===== config.mk =====
export PLATFORM = sky130hd
export DESIGN_NAME = dac_scheduler
export DESIGN_NICKNAME = d
export VERILOG_FILES = /design/src/rtl/dac_scheduler.sv
export SDC_FILE = /design/constraint.sdc
export NUM_CORES = 1
export LEC_CHECK = 0
export CAP_MARGIN = 30
export CORE_MARGIN = 5
export CORE_UTILIZATION = 30
export CTS_CLUSTER_DIAMETER = 150
export DETAILED_ROUTE_END_ITERATION = 12
export GPL_TIMING_DRIVEN = 0
export HOLD_SLACK_MARGIN = 0.1
export MAX_ROUTING_LAYER = met4
export PLACE_DENSITY_LB_ADDON = 0.08
export SLEW_MARGIN = 40
export SYNTH_ARGS = -nofsm -noshare
export SYNTH_HDL_FRONTEND = slang
export SYNTH_SLANG_ARGS = --single-unit

===== constraint.sdc =====
create_clock -name clk -period 3 [get_ports clk]
set_clock_uncertainty 0.1 [all_clocks]
set_input_delay 0.6 -clock clk [delete_from_list [all_inputs] [get_ports clk]]
set_output_delay 0.6 -clock clk [all_outputs]
set_load 0.05 [all_outputs]

===== src/rtl/dac_scheduler.sv =====
`default_nettype none
// ============================================================================
// dac_scheduler: round-robin arbiter feeding an 11-bit serial DAC (SHIFT/LOAD/LDAC)
// Revision: 1.0
// ============================================================================
module dac_scheduler #(
    parameter int CLK_DIV = 4,
    parameter int RNG     = 0
) (
    input  logic       clk,
    input  logic       reset,
    input  logic       req0,
    input  logic [7:0] data0,
    input  logic       req1,
    input  logic [7:0] data1,
    output logic       gnt0,
    output logic       gnt1,
    output logic       busy,
    output logic       done,
    output logic       dac_data,
    output logic       dac_clk,
    output logic       dac_load,
    output logic       dac_ldac
);

    localparam logic [7:0] C_LAST = 8'(CLK_DIV - 1);
    localparam logic       C_RNG  = 1'(RNG);

    typedef enum logic [1:0] {
        S_IDLE  = 2'd0,
        S_SHIFT = 2'd1,
        S_LOAD  = 2'd2,
        S_LDAC  = 2'd3
    } state_t;

    state_t      r_state, w_nxt_state;
    logic [7:0]  r_cnt, w_nxt_cnt;
    logic        r_phase, w_nxt_phase;
    logic [3:0]  r_bit, w_nxt_bit;
    logic [10:0] r_shift, w_nxt_shift;
    logic        r_last_ch1;
    logic        w_gnt0, w_gnt1, w_idle, w_cnt_end;

    assign w_idle    = (r_state == S_IDLE) && reset;
    assign w_cnt_end = (r_cnt == C_LAST);
    // Ties go to the channel not served last; a lone requester always wins.
    assign w_gnt0    = w_idle && req0 && (!req1 || r_last_ch1);
    assign w_gnt1    = w_idle && req1 && (!req0 || !r_last_ch1);
    assign gnt0      = w_gnt0;
    assign gnt1      = w_gnt1;

    always_comb begin
        w_nxt_state = r_state;
        w_nxt_cnt   = r_cnt;
        w_nxt_phase = r_phase;
        w_nxt_bit   = r_bit;
        w_nxt_shift = r_shift;
        case (r_state)
            S_IDLE: begin
                if (w_gnt0 || w_gnt1) begin
                    w_nxt_state = S_SHIFT;
                    w_nxt_cnt   = 8'd0;
                    w_nxt_phase = 1'b0;
                    w_nxt_bit   = 4'd0;
                    w_nxt_shift = w_gnt1 ? {2'b01, C_RNG, data1} : {2'b00, C_RNG, data0};
                end
            end
            S_SHIFT: begin
                if (w_cnt_end) begin
                    w_nxt_cnt   = 8'd0;
                    w_nxt_phase = ~r_phase;
                    if (r_phase) begin
                        w_nxt_shift = {r_shift[9:0], 1'b0};
                        if (r_bit == 4'd10) begin
                            w_nxt_state = S_LOAD;
                            w_nxt_bit   = 4'd0;
                        end else begin
                            w_nxt_bit = r_bit + 4'd1;
                        end
                    end
                end else begin
                    w_nxt_cnt = r_cnt + 8'd1;
                end
            end
            S_LOAD: begin
                if (w_cnt_end) begin
                    w_nxt_cnt   = 8'd0;
                    w_nxt_state = S_LDAC;
                end else begin
                    w_nxt_cnt = r_cnt + 8'd1;
                end
            end
            S_LDAC: begin
                if (w_cnt_end) begin
                    w_nxt_cnt   = 8'd0;
                    w_nxt_state = S_IDLE;
                end else begin
                    w_nxt_cnt = r_cnt + 8'd1;
                end
            end
            default: w_nxt_state = S_IDLE;
        endcase
    end

    // Outputs are registered from the next-state view so they align with the state.
    always_ff @(posedge clk) begin
        if (!reset) begin
            r_state    <= S_IDLE;
            r_cnt      <= 8'd0;
            r_phase    <= 1'b0;
            r_bit      <= 4'd0;
            r_shift    <= 11'd0;
            r_last_ch1 <= 1'b1;
            busy       <= 1'b0;
            done       <= 1'b0;
            dac_data   <= 1'b0;
            dac_clk    <= 1'b0;
            dac_load   <= 1'b1;
            dac_ldac   <= 1'b1;
        end else begin
            r_state  <= w_nxt_state;
            r_cnt    <= w_nxt_cnt;
            r_phase  <= w_nxt_phase;
            r_bit    <= w_nxt_bit;
            r_shift  <= w_nxt_shift;
            if (w_gnt0 || w_gnt1) begin
                r_last_ch1 <= w_gnt1;
            end
            busy     <= (w_nxt_state != S_IDLE);
            done     <= (w_nxt_state == S_LDAC) && (w_nxt_cnt == C_LAST);
            dac_data <= (w_nxt_state == S_SHIFT) && w_nxt_shift[10];
            dac_clk  <= (w_nxt_state == S_SHIFT) && !w_nxt_phase;
            dac_load <= (w_nxt_state != S_LOAD);
            dac_ldac <= (w_nxt_state != S_LDAC);
        end
    end

endmodule
`default_nettype wire


==> results of run 1 <==
[metal layers]
layer / track usage, % / part of all wire, % / vias to the layer above
met3: 3.33 / 4.2 / 5
met2: 21.4 / 48 / 24
met1: 15.5 / 46 / 789
met5: - / 0 / -
met4: 4.67 / 1.1 / 0
li1: - / - / 847
[sequential cells by signal (all words and copies together), names as in the netlist]
name / cells
dac_data: 1
done: 1
r_last_ch1: 1
busy: 1
r_phase: 1
dac_ldac: 1
r_cnt: 8
dac_load: 1
r_shift: 11
r_state: 2
r_bit: 4
dac_clk: 1
[layout make-up]
type | count | share of cell area [%]
plain buffers | 13 | 2.55
clock buffers | 7 | 3.90
flip-flops and latches | 33 | 29.9
inverters | 4 | 0.679
repair buffers | 26 | 11.7
well taps | 75 | 4.24
multi-input cells | 169 | 47.1
[logic make-up (layout without fill, tap and decap cells)]
| kind of cell | after synthesis | in the layout |
|---|---|---|
| AOI/OAI and AO/OA | 65 | 65 |
| xor gates and xnor gates | 2 | 2 |
| adders and majority gates | 3 | 3 |
| buffers and inverters | 17 | 50 |
| DFF | 33 | 33 |
| muxes | 9 | 9 |
| and+or+nand+nor | 90 | 90 |
[report_power, final]
part | switching, mW | internal [mW] | total [mW]
registers | 0.00848 | 0.453 | 0.461
clock network | 0.161 | 0.182 | 0.344
logic | 0.0877 | 0.0671 | 0.155
[per-stage QoR]
stage / setup slack [ns] / hold slack [ns] / TNS, ns
6_report: 0.105 / 0.353 / 0
5_1_grt: 0.0193 / 0.373 / 0
4_1_cts: 0.0574 / 0.358 / 0
3_5_place_dp: -0.370 / 0.347 / -0.370
3_3_place_gp: -0.339 / 0.347 / -0.339
2_1_floorplan: 0.491 / 0.332 / 0
[how the worst max path moves through the flow]
stage	end	from	slack, ns
global placement	gnt1	reset	-0.34
detailed placement	gnt1	reset	-0.37
floorplan	gnt1	reset	0.49
finish	gnt0	req1	0.11
global route	gnt0	req1	0.02
CTS	gnt0	r_state[1]$_SDFF_PN0_	0.06
[worst register-to-register path, stage by stage, from the launching register on]
cell       delay, ns
dfxtp_1         0.49
ha_1            0.20
buf_4           0.15
or4b_4          0.51
o21ai_0         0.43
o21ai_1         0.20
a2111oi_4       0.36
[cells in the final DEF (no fill, tap or decap), types with 8 or more instances in the layout]
| cell type | instances |
|---|---|
| a21oi_1 | 25 |
| a22oi_1 | 9 |
| clkbuf_1 | 10 |
| clkdlybuf4s50_1 | 25 |
| dfxtp_1 | 33 |
| mux2_2 | 8 |
| nand2_1 | 28 |
| nand3_1 | 10 |
| nor2_1 | 17 |
| o21ai_0 | 12 |
==> impl_results.md, run 1 <==
* WHS Endpoint: r_shift[8]$_SDFFE_PN0P_
* Largest family of logic cells by synthesized area: simple AND/OR/NAND/NOR gates
* Cell Area, Placed at 2120 µm²
* Worst IR Drop VDD at ~0.16 mV
* Initial DRC Count at 100
* Simple-Gate Fraction of Synth Area at a little over a quarter
* DR vias at between 1500 and 2000
* Netlist cell types at 40
* R2r startpoint: r_cnt[0]$_SDFF_PN0_
* Largest net degree at the start of global routing at 11
* Multi-input logic area at about 1000 µm²
* Main synth FF type: dfxtp_1
* Critical path arrival at between 2 and 2.5 ns
* Mux cell area share after synthesis at 5.68%
* Final Non-Filler Cells at 327
* Die area at approximately 7500 µm²
* Crit path max fanout at 5
* Post-synthesis cell area at ~1800 µm²
* DRT Wirelength at between 4 and 5 mm
* Synthesized Nets at around 240
* Async set-or-reset flop fraction in the synthesized netlist at 0%
* Clock tree buffer depth at 2
* CP endpoint kind: output pin
* Critical Path Stages at 4
* Area contributors post-synth: dfxtp_1 37%, a21oi_1 7.1%, nand2_1 6.0%
* Max Clk Rate at 0.345 GHz
* Per-cell routed wire length at 13.7 µm
* Unrepaired setup endpoints after global routing: false
* CTS buffer count at 5
* Sink Count at 33
* Max-slew violations at 0
* Hold Buf Count CTS at 0
* HP Class: flop to flop
* Antenna cells at 0
* CTS tree: built
* Core area at 5820 µm²
* Outcome: completed
* Worst path required time at 2.30 ns
* YS warnings at 0
* Final GP Congestion at between 0.7 and 0.8
* GRT Resource Usage Total at roughly an eighth
* CP Class: input port to output pin
* Seq. cell area at about 660 µm²
* Post-CTS Setup Bufs at 0
* Synth top cells by count: 33 x dfxtp_1, 28 x nand2_1, 25 x a21oi_1
* P per Cell Area at roughly 430 nW/µm²
* Clock slew seen by the registers of the worst setup and hold paths at 0.07 ns
* Remaining DRCs at 0
* Static Leakage at 0.815 nW
* Min Clock Period, post-route at between 2 and 3 ns
* H-tree depth at 2
* Max Cap Viol at 0
* Worst Tran Pin Value at slightly below 0.6 ns
* Final ANT Viol Nets at 0
* # nets final at around 280
* Clk_lat worst skew at approximately 0.28 ns
* DR vias/cell at ~5.1
* Die Span Y at about 87 µm
* Inst Count DP at between 300 and 400
* Most common cell on crit path: clkdlybuf4s50_1
* Std-Cell Rows at 28
* Area delta synth->final at 25.5%
* Post-synthesis adder-cell area fraction at 2.13%
* First-pass GRT wire length at approximately 7.4 mm
* CP top delay family: buffers and inverters
* DRT Pass-1 Iters at 4
* EDFF count, synth at 0
* Leading area contributor after synthesis: dfxtp_1
* Seq/Total Area, Yosys at between 30% and 40%
* Worst path cell trace: clkdlybuf4s50_1 > nand2b_1 > and3_1 > clkdlybuf4s50_1
* Vias in the first global route at around 1500
* I/O Pins at 28
* Synth Area in Compound Gates at 22.7%
* Remaining global-route overflow at 0
* Pwr Total at 0.960 mW
* Post_cts resized at 2
* Post-synth top area share at 37.5%
* Final Hold Viols at 0
* Seq cells post-synth at 33
* Slowest stage delay, CP at approximately 0.79 ns
* Reg2reg path depth at 6
* Starting Density at between 30% and 40%
* Worst path slowest cell: clkdlybuf4s50_1
* Startpoint Class: input port
* XOR/XNOR share of the synthesized area at less than 1%
* Post-synthesis cell count at 219
* Layout cells sized above 1 at 10.3%
* Port buffer count at 26
* Hold Path Stages at 2
* Clock Tree Root: clkbuf_8
* Reg2reg setup slack at approximately 0.46 ns
* Period utilisation layout at between 90% and 100%
* Die width at 86.7 µm
* Fin area at 2210 µm²
* Buffers & Inverters on Critical Path at 2
* Critical R2R Capture: done$_SDFF_PN0_
* Final setup vio count at 0
* Antenna violations before repair at 0
* # fillers at between 600 and 700
* Hold_sp: r_shift[7]$_SDFFE_PN0P_
* DP Wirelength at approximately 3.3 mm
* Util after Layout at 38.0%
* Mean Syn Cell Area at about 8.0 µm²
* Count leader, synth: dfxtp_1
* Slew headroom at between 60% and 70%
Power figures use the tool's default switching activity.
==> inputs of run 2 (changes only) <==
SLEW_MARGIN = unset   (was 40)
==> results of run 2 <==
Same layout as run 1: the final DEF is identical, and so are final timing and power.
